--- src/rtl/udp_probe_pkg.sv ---
// Shared types and constants for the UDP receive probe monitor.
//   state_e   : parser state (header, payload, drop-until-last)
//   widths    : probe and counter widths used by the monitor and its capture block
//   sat_probe : clamps a 16-bit payload count to the 12-bit probe range
package udp_probe_pkg;

  localparam int unsigned UDP_HDR_BYTES = 8;
  localparam int unsigned PROBE0_W      = 24;
  localparam int unsigned PROBE_CNT_W   = 12;
  localparam int unsigned PAY_CNT_W     = 16;
  localparam int unsigned LEN_W         = 16;

  typedef enum logic [1:0] {
    S_HDR  = 2'd0,
    S_PAY  = 2'd1,
    S_DROP = 2'd2
  } state_e;

  // Payload length as seen by the analyser: saturates at the 12-bit maximum.
  function automatic logic [PROBE_CNT_W-1:0] sat_probe(input logic [PAY_CNT_W-1:0] n);
    logic [PAY_CNT_W-1:0] max_v;
    max_v = PAY_CNT_W'((1 << PROBE_CNT_W) - 1);
    if (n > max_v) begin
      return '1;
    end
    return n[PROBE_CNT_W-1:0];
  endfunction

endpackage

--- src/rtl/udp_hdr_len_capture.sv ---
// Header byte tracker for the UDP probe monitor.
//   clk, rst    : clock, async active-high reset
//   hdr_beat    : a valid beat while the parser is in the header state
//   restart     : abort the header (runt last or error beat); index returns to 0
//   rx_data     : stream byte
//   hdr_done_c  : combinational strobe, this beat is the final header byte
//   len_q       : captured 16-bit UDP length field
module udp_hdr_len_capture
  import udp_probe_pkg::*;
#(
  parameter int unsigned HDR_BYTES  = UDP_HDR_BYTES,
  parameter int unsigned LEN_HI_IDX = 4
) (
  input  logic             clk,
  input  logic             rst,
  input  logic             hdr_beat,
  input  logic             restart,
  input  logic [7:0]       rx_data,
  output logic             hdr_done_c,
  output logic [LEN_W-1:0] len_q
);

  localparam int unsigned IDX_W = (HDR_BYTES > 1) ? $clog2(HDR_BYTES) : 1;

  logic [IDX_W-1:0] hdr_idx_q, hdr_idx_d;
  logic [LEN_W-1:0] len_d;

  assign hdr_done_c = hdr_beat && (hdr_idx_q == IDX_W'(HDR_BYTES - 1));

  // Index advance and length-field capture.
  always_comb begin
    hdr_idx_d = hdr_idx_q;
    len_d     = len_q;
    if (hdr_beat) begin
      if (hdr_done_c || restart) begin
        hdr_idx_d = '0;
      end else begin
        hdr_idx_d = hdr_idx_q + IDX_W'(1);
      end
      if (hdr_idx_q == IDX_W'(LEN_HI_IDX)) begin
        len_d[15:8] = rx_data;
      end
      if (hdr_idx_q == IDX_W'(LEN_HI_IDX + 1)) begin
        len_d[7:0] = rx_data;
      end
    end
  end

  always_ff @(posedge clk or posedge rst) begin
    if (rst) begin
      hdr_idx_q <= '0;
      len_q     <= '0;
    end else begin
      hdr_idx_q <= hdr_idx_d;
      len_q     <= len_d;
    end
  end

endmodule

--- src/rtl/udp_rx_probe_monitor.sv ---
// Passive UDP receive-stream monitor feeding a logic-analyser core.
//   clk, rst             : clock, async active-high reset
//   rx_valid/data/last   : receive byte stream (never back-pressured)
//   rx_err               : MAC/IP error flag, sampled on every valid beat
//   stat_clr             : synchronous clear of probe0..probe2
//   probe0               : total accepted bytes (wraps)
//   probe1               : good packet count (wraps)
//   probe2               : payload length of last good packet (saturated)
//   probe3               : one-cycle pulse per bad packet
module udp_rx_probe_monitor
  import udp_probe_pkg::*;
#(
  parameter int unsigned HDR_BYTES  = UDP_HDR_BYTES,
  parameter int unsigned LEN_HI_IDX = 4
) (
  input  logic                   clk,
  input  logic                   rst,
  input  logic                   rx_valid,
  input  logic [7:0]             rx_data,
  input  logic                   rx_last,
  input  logic                   rx_err,
  input  logic                   stat_clr,
  output logic [PROBE0_W-1:0]    probe0,
  output logic [PROBE_CNT_W-1:0] probe1,
  output logic [PROBE_CNT_W-1:0] probe2,
  output logic                   probe3
);

  state_e                 state_q, state_d;
  logic [PAY_CNT_W-1:0]   pay_cnt_q, pay_cnt_d;
  logic                   err_seen_q, err_seen_d;
  logic [PROBE0_W-1:0]    probe0_q, probe0_d;
  logic [PROBE_CNT_W-1:0] probe1_q, probe1_d;
  logic [PROBE_CNT_W-1:0] probe2_q, probe2_d;
  logic                   probe3_q, probe3_d;

  logic                   hdr_beat_c;
  logic                   hdr_restart_c;
  logic                   hdr_done_c;
  logic [LEN_W-1:0]       len_q;
  logic [PAY_CNT_W-1:0]   pay_inc_c;
  logic                   good_end_c;
  logic                   bad_end_c;
  logic [PAY_CNT_W-1:0]   pay_len_c;

  assign hdr_beat_c = rx_valid && (state_q == S_HDR);

  udp_hdr_len_capture #(
    .HDR_BYTES (HDR_BYTES),
    .LEN_HI_IDX(LEN_HI_IDX)
  ) u_hdr (
    .clk       (clk),
    .rst       (rst),
    .hdr_beat  (hdr_beat_c),
    .restart   (hdr_restart_c),
    .rx_data   (rx_data),
    .hdr_done_c(hdr_done_c),
    .len_q     (len_q)
  );

  // Payload count including the current beat, held at the 16-bit ceiling.
  assign pay_inc_c = (pay_cnt_q == '1) ? pay_cnt_q : pay_cnt_q + PAY_CNT_W'(1);

  // Packet parser: state advance and good/bad end classification.
  always_comb begin
    state_d       = state_q;
    pay_cnt_d     = pay_cnt_q;
    err_seen_d    = err_seen_q;
    hdr_restart_c = 1'b0;
    good_end_c    = 1'b0;
    bad_end_c     = 1'b0;
    pay_len_c     = '0;
    unique case (state_q)
      S_HDR: begin
        if (rx_valid) begin
          if (rx_last) begin
            // Header ending on last is a zero-payload packet; earlier is a runt.
            hdr_restart_c = 1'b1;
            err_seen_d    = 1'b0;
            if (hdr_done_c && (len_q == LEN_W'(HDR_BYTES)) && !rx_err) begin
              good_end_c = 1'b1;
            end else begin
              bad_end_c = 1'b1;
            end
          end else if (rx_err) begin
            hdr_restart_c = 1'b1;
            err_seen_d    = 1'b1;
            state_d       = S_DROP;
          end else if (hdr_done_c) begin
            pay_cnt_d = '0;
            state_d   = S_PAY;
          end
        end
      end
      S_PAY: begin
        if (rx_valid) begin
          if (rx_last) begin
            pay_len_c  = pay_inc_c;
            pay_cnt_d  = '0;
            err_seen_d = 1'b0;
            state_d    = S_HDR;
            if (!err_seen_q && !rx_err && (len_q >= LEN_W'(HDR_BYTES)) &&
                (pay_inc_c == (len_q - LEN_W'(HDR_BYTES)))) begin
              good_end_c = 1'b1;
            end else begin
              bad_end_c = 1'b1;
            end
          end else if (rx_err) begin
            err_seen_d = 1'b1;
            state_d    = S_DROP;
          end else begin
            pay_cnt_d = pay_inc_c;
          end
        end
      end
      S_DROP: begin
        if (rx_valid && rx_last) begin
          bad_end_c  = 1'b1;
          err_seen_d = 1'b0;
          pay_cnt_d  = '0;
          state_d    = S_HDR;
        end
      end
      default: begin
        state_d = S_HDR;
      end
    endcase
  end

  // Probe updates; a clear overrides both the byte count and a good end.
  always_comb begin
    probe0_d = probe0_q;
    probe1_d = probe1_q;
    probe2_d = probe2_q;
    probe3_d = bad_end_c;
    if (stat_clr) begin
      probe0_d = '0;
      probe1_d = '0;
      probe2_d = '0;
    end else begin
      if (rx_valid) begin
        probe0_d = probe0_q + PROBE0_W'(1);
      end
      if (good_end_c) begin
        probe1_d = probe1_q + PROBE_CNT_W'(1);
        probe2_d = sat_probe(pay_len_c);
      end
    end
  end

  always_ff @(posedge clk or posedge rst) begin
    if (rst) begin
      state_q    <= S_HDR;
      pay_cnt_q  <= '0;
      err_seen_q <= 1'b0;
      probe0_q   <= '0;
      probe1_q   <= '0;
      probe2_q   <= '0;
      probe3_q   <= 1'b0;
    end else begin
      state_q    <= state_d;
      pay_cnt_q  <= pay_cnt_d;
      err_seen_q <= err_seen_d;
      probe0_q   <= probe0_d;
      probe1_q   <= probe1_d;
      probe2_q   <= probe2_d;
      probe3_q   <= probe3_d;
    end
  end

  assign probe0 = probe0_q;
  assign probe1 = probe1_q;
  assign probe2 = probe2_q;
  assign probe3 = probe3_q;

endmodule

--- config.mk ---
export PLATFORM = sky130hd
export DESIGN_NAME = udp_rx_probe_monitor
export DESIGN_NICKNAME = d
export VERILOG_FILES = /design/src/rtl/udp_probe_pkg.sv /design/src/rtl/udp_hdr_len_capture.sv /design/src/rtl/udp_rx_probe_monitor.sv
export SDC_FILE = /design/constraint.sdc
export NUM_CORES = 1
export LEC_CHECK = 0
export BUFFER_PORTS_ARGS = -buffer_cell sky130_fd_sc_hd__buf_4
export CAP_MARGIN = 10
export CORE_ASPECT_RATIO = 0.5
export CORE_MARGIN = 10
export CORE_UTILIZATION = 55
export DETAILED_ROUTE_END_ITERATION = 7
export MAX_ROUTING_LAYER = met4
export PLACE_DENSITY = 0.76
export SETUP_SLACK_MARGIN = 0.1
export SYNTH_ARGS = -nofsm -noshare
export SYNTH_HDL_FRONTEND = slang
export SYNTH_HIERARCHICAL = 1
export SYNTH_SLANG_ARGS = --single-unit
--- constraint.sdc ---
create_clock -name clk -period 6.12 [get_ports clk]
set_clock_uncertainty 0.15 [all_clocks]
set_input_delay 0.612 -clock clk [delete_from_list [all_inputs] [get_ports clk]]
set_output_delay 0.612 -clock clk [all_outputs]
set_load 0.01 [all_outputs]
==> metrics <==
outcome finished clean; via density per instance 5.92; R2R depth 10; post-synthesis area per instance 9.76 um2; I/O pins 63; Synth cell types 62; P per Cell Area 285 mW/mm2; Num CTS Buffers 9; Rel. slew slack 0.206; Clk pin slew, worst setup/hold paths 0.07 ns; global route total overflow 0; # resized after CTS 0; maximum VDD drop 156 uV; CTS tree done; top routing layer in use met4; Worst Path Arrival 4.45 ns; first-pass GRT wire length 20600 um; area delta synth->final 15.9%; Synth Instances 522; Yosys warning count 6; post-synthesis sequential area ratio 0.427; RSZ-0062 raised after global routing false; layout cells sized above 1 0.221; clock tree sinks 87; met2 WL 5720 um; clock share of power 0.344; Avg WL per Cell 17.6 um; Reg power frac 0.431; Routed WL 12200 um; Worst setup EP type flip-flop; metal3 WL 600 um; initial antenna violation count 0; Clock Root Buffer clkbuf_16; number of synthesized flops with an enable pin 0; Post-CTS Hold Fix Bufs 0; asr flop ratio synth 1.00; Worst EP required 6.24 ns; Setup CP Type flip-flop to flip-flop; Die H 88.1 um; Chip Width 156 um; post-placement cell count 679; via total after detailed routing 4116; HP Class input pin to asynchronous set/reset pin; Cell Area, Synth 0.00509 mm2; core area 0.00886 mm2; critical path fanouts, max 21; Seq cells post-synth 87; final core occ 0.667; final setup violation count 0; WHS 0.244 ns; vias in the first global route 4125; Final Hold Viols 0; Main synth FF type dfrtp_1; dpl hpwl 8760 um; TritonRoute pass-1 iters 5; CTS max path bufs 2; Post CTS Setup Buffer Count 0; Non-Filler Instances 695; Setup TNS 0 ns; port bufs 62; DR iter-0 viols 249; H-tree Lvls 3; pin count of the biggest net entering global routing 69; Placement Rows 24; Die ar. 0.0137 mm2; nets@finish 595; DRT met1 WL 5740 um; Diodes inserted 0; Tmin final 4.33 ns; Comb pwr share 0.225; Highest Clock Rate 0.231 GHz; Worst Max-Slew Pin Slew 1.19 ns; DRC violations left 0; switch share 0.316; sw power 0.531 mW; Net Count, Synth 544; RD Place Congestion 0.910; worst-skew pair later-pin latency 0.35 ns; Final Max Slew Viols 0; final antenna-violating net count 0; part of the cycle the worst path needs 0.708; startpoint types flip-flop; LEAKAGE 2.62 nW; P_int 1.15 mW; GRT Resource Usage Total 0.190; number of max-cap violations 0; Starting Density 0.575
==> layout by cell type, fill, tap and decap left out, drive strengths merged, types with 19 or more instances in the layout <==
cell type | Yosys | final
nor2 | 50 | 50
buf | 15 | 64
nand3 | 25 | 25
xor2 | 25 | 25
xnor2 | 20 | 20
mux2 | 19 | 19
nand4 | 20 | 20
nand2 | 41 | 41
a21oi | 23 | 23
o21ai | 32 | 32
dfrtp | 87 | 87
==> sequential cells by signal, indices dropped and copies added, names as in the netlist <==
| register | cells |
|---|---|
| u_hdr/hdr_idx_q | 3 |
| u_hdr/len_q | 16 |
| probe2 | 12 |
| state_q | 2 |
| pay_cnt_q | 16 |
| err_seen_q | 1 |
| probe1 | 12 |
| probe3 | 1 |
| probe0 | 24 |
==> cells in the mapped netlist (all sizes together) (2+ instances only) <==
master   instances  area (um2)
nor4b            3        26.3
xor2            25         219
o31ai            2        15.0
or3             10        62.6
a21oi           23         115
buf             15        92.6
nand4           20         161
or2              3        18.8
mux2i            7        70.1
nand2           41         154
nand3           25         140
a31oi            5        31.3
a31o             2        17.5
xnor2           20         175
nor4             7        65.1
or4b             2        23.8
and3            13        81.3
nand4b           2        17.5
o21ai           32         160
mux2            19         214
nand3b           3        22.5
nor2b           16         100
nor2            50         188
or4              4        30.0
o32ai            3        26.3
nor3b            2        15.0
a22o             3        26.3
clkbuf           9        35.0
o2bb2ai         13         176
and4             7        61.3
and2             4        26.3
ha               8         100
nor3            11        60.1
o311ai           2        25.0
inv             13        48.8
dfrtp           87        2180
==> metrics by stage <==
| step | total power [mW] | setup slack [ns] | instance area [um2] |
|---|---|---|---|
| global route | 1.78 | 1.33 | 5910 |
| global placement | 1.10 | 1.96 | 5590 |
| finish | 1.68 | 1.79 | 5910 |
| detailed placement | 1.11 | 1.85 | 5590 |
| CTS | 1.69 | 1.81 | 5910 |
| floorplan | 1.01 | 2.97 | 5090 |
==> power groups by stage <==
stage | Combinational, mW | Clock (mW) | Sequential (mW)
after global routing | 0.427 | 0.614 | 0.735
after global placement | 0.364 | 0 | 0.733
after CTS | 0.379 | 0.589 | 0.724
after detailed placement | 0.374 | 0 | 0.736
after floorplan | 0.307 | 0 | 0.704
final | 0.380 | 0.579 | 0.725
==> worst paths after layout <==
kind	from	to	slack, ns
setup / recovery	pay_cnt_q[0]	probe2[10]	1.79
hold / removal	rst	u_hdr/hdr_idx_q[1]	0.24
setup reg to reg	pay_cnt_q[0]	probe2[10]	1.79
hold reg to reg	probe2[9]	probe2[9]	0.36
max in group asynchronous	rst	pay_cnt_q[12]	4.86
min in group clk	rx_data[6]	u_hdr/len_q[14]	0.35
==> area by class of cell <==
| class | instances | area (um2) |
|---|---|---|
| clock buffer | 10 | 239 |
| clock inverter | 6 | 73.8 |
| fill | 693 | 2950 |
| inverter | 13 | 48.8 |
| multi-input combinational | 398 | 2740 |
| sequential | 87 | 2180 |
| tap | 117 | 146 |
| timing repair buffer | 64 | 480 |
==> worst max-delay path, stage by stage, from the launching register on <==
cell and delay, ns:
dfrtp_1 0.48, ha_1 0.35, and3_1 0.41, o211ai_1 0.17, xnor2_1 0.47, a21oi_1 0.14
nand4_1 0.13, nor4_2 0.07, a41oi_2 0.67, nor2b_1 1.01, o2bb2ai_1 0.20
==> metal layers <==
metal	vias to the layer above	global-route usage
li1	1989	-
met4	0	0.0545
met1	2002	0.241
met2	107	0.295
met5	-	-
met3	18	0.0494
==> logic make-up (layout without fill, tap and decap cells) <==
group                      after synthesis  after routing  synth area share
AOI/OAI and AO/OA                       94             94             0.133
buffers and inverters                   37             93            0.0346
adders and majority gates                8              8            0.0197
muxes                                   26             26            0.0558
DFF                                     87             87             0.427
xor gates and xnor gates                46             46            0.0818
and+or+nand+nor                        224            224             0.247
Power figures use the tool's default switching activity.
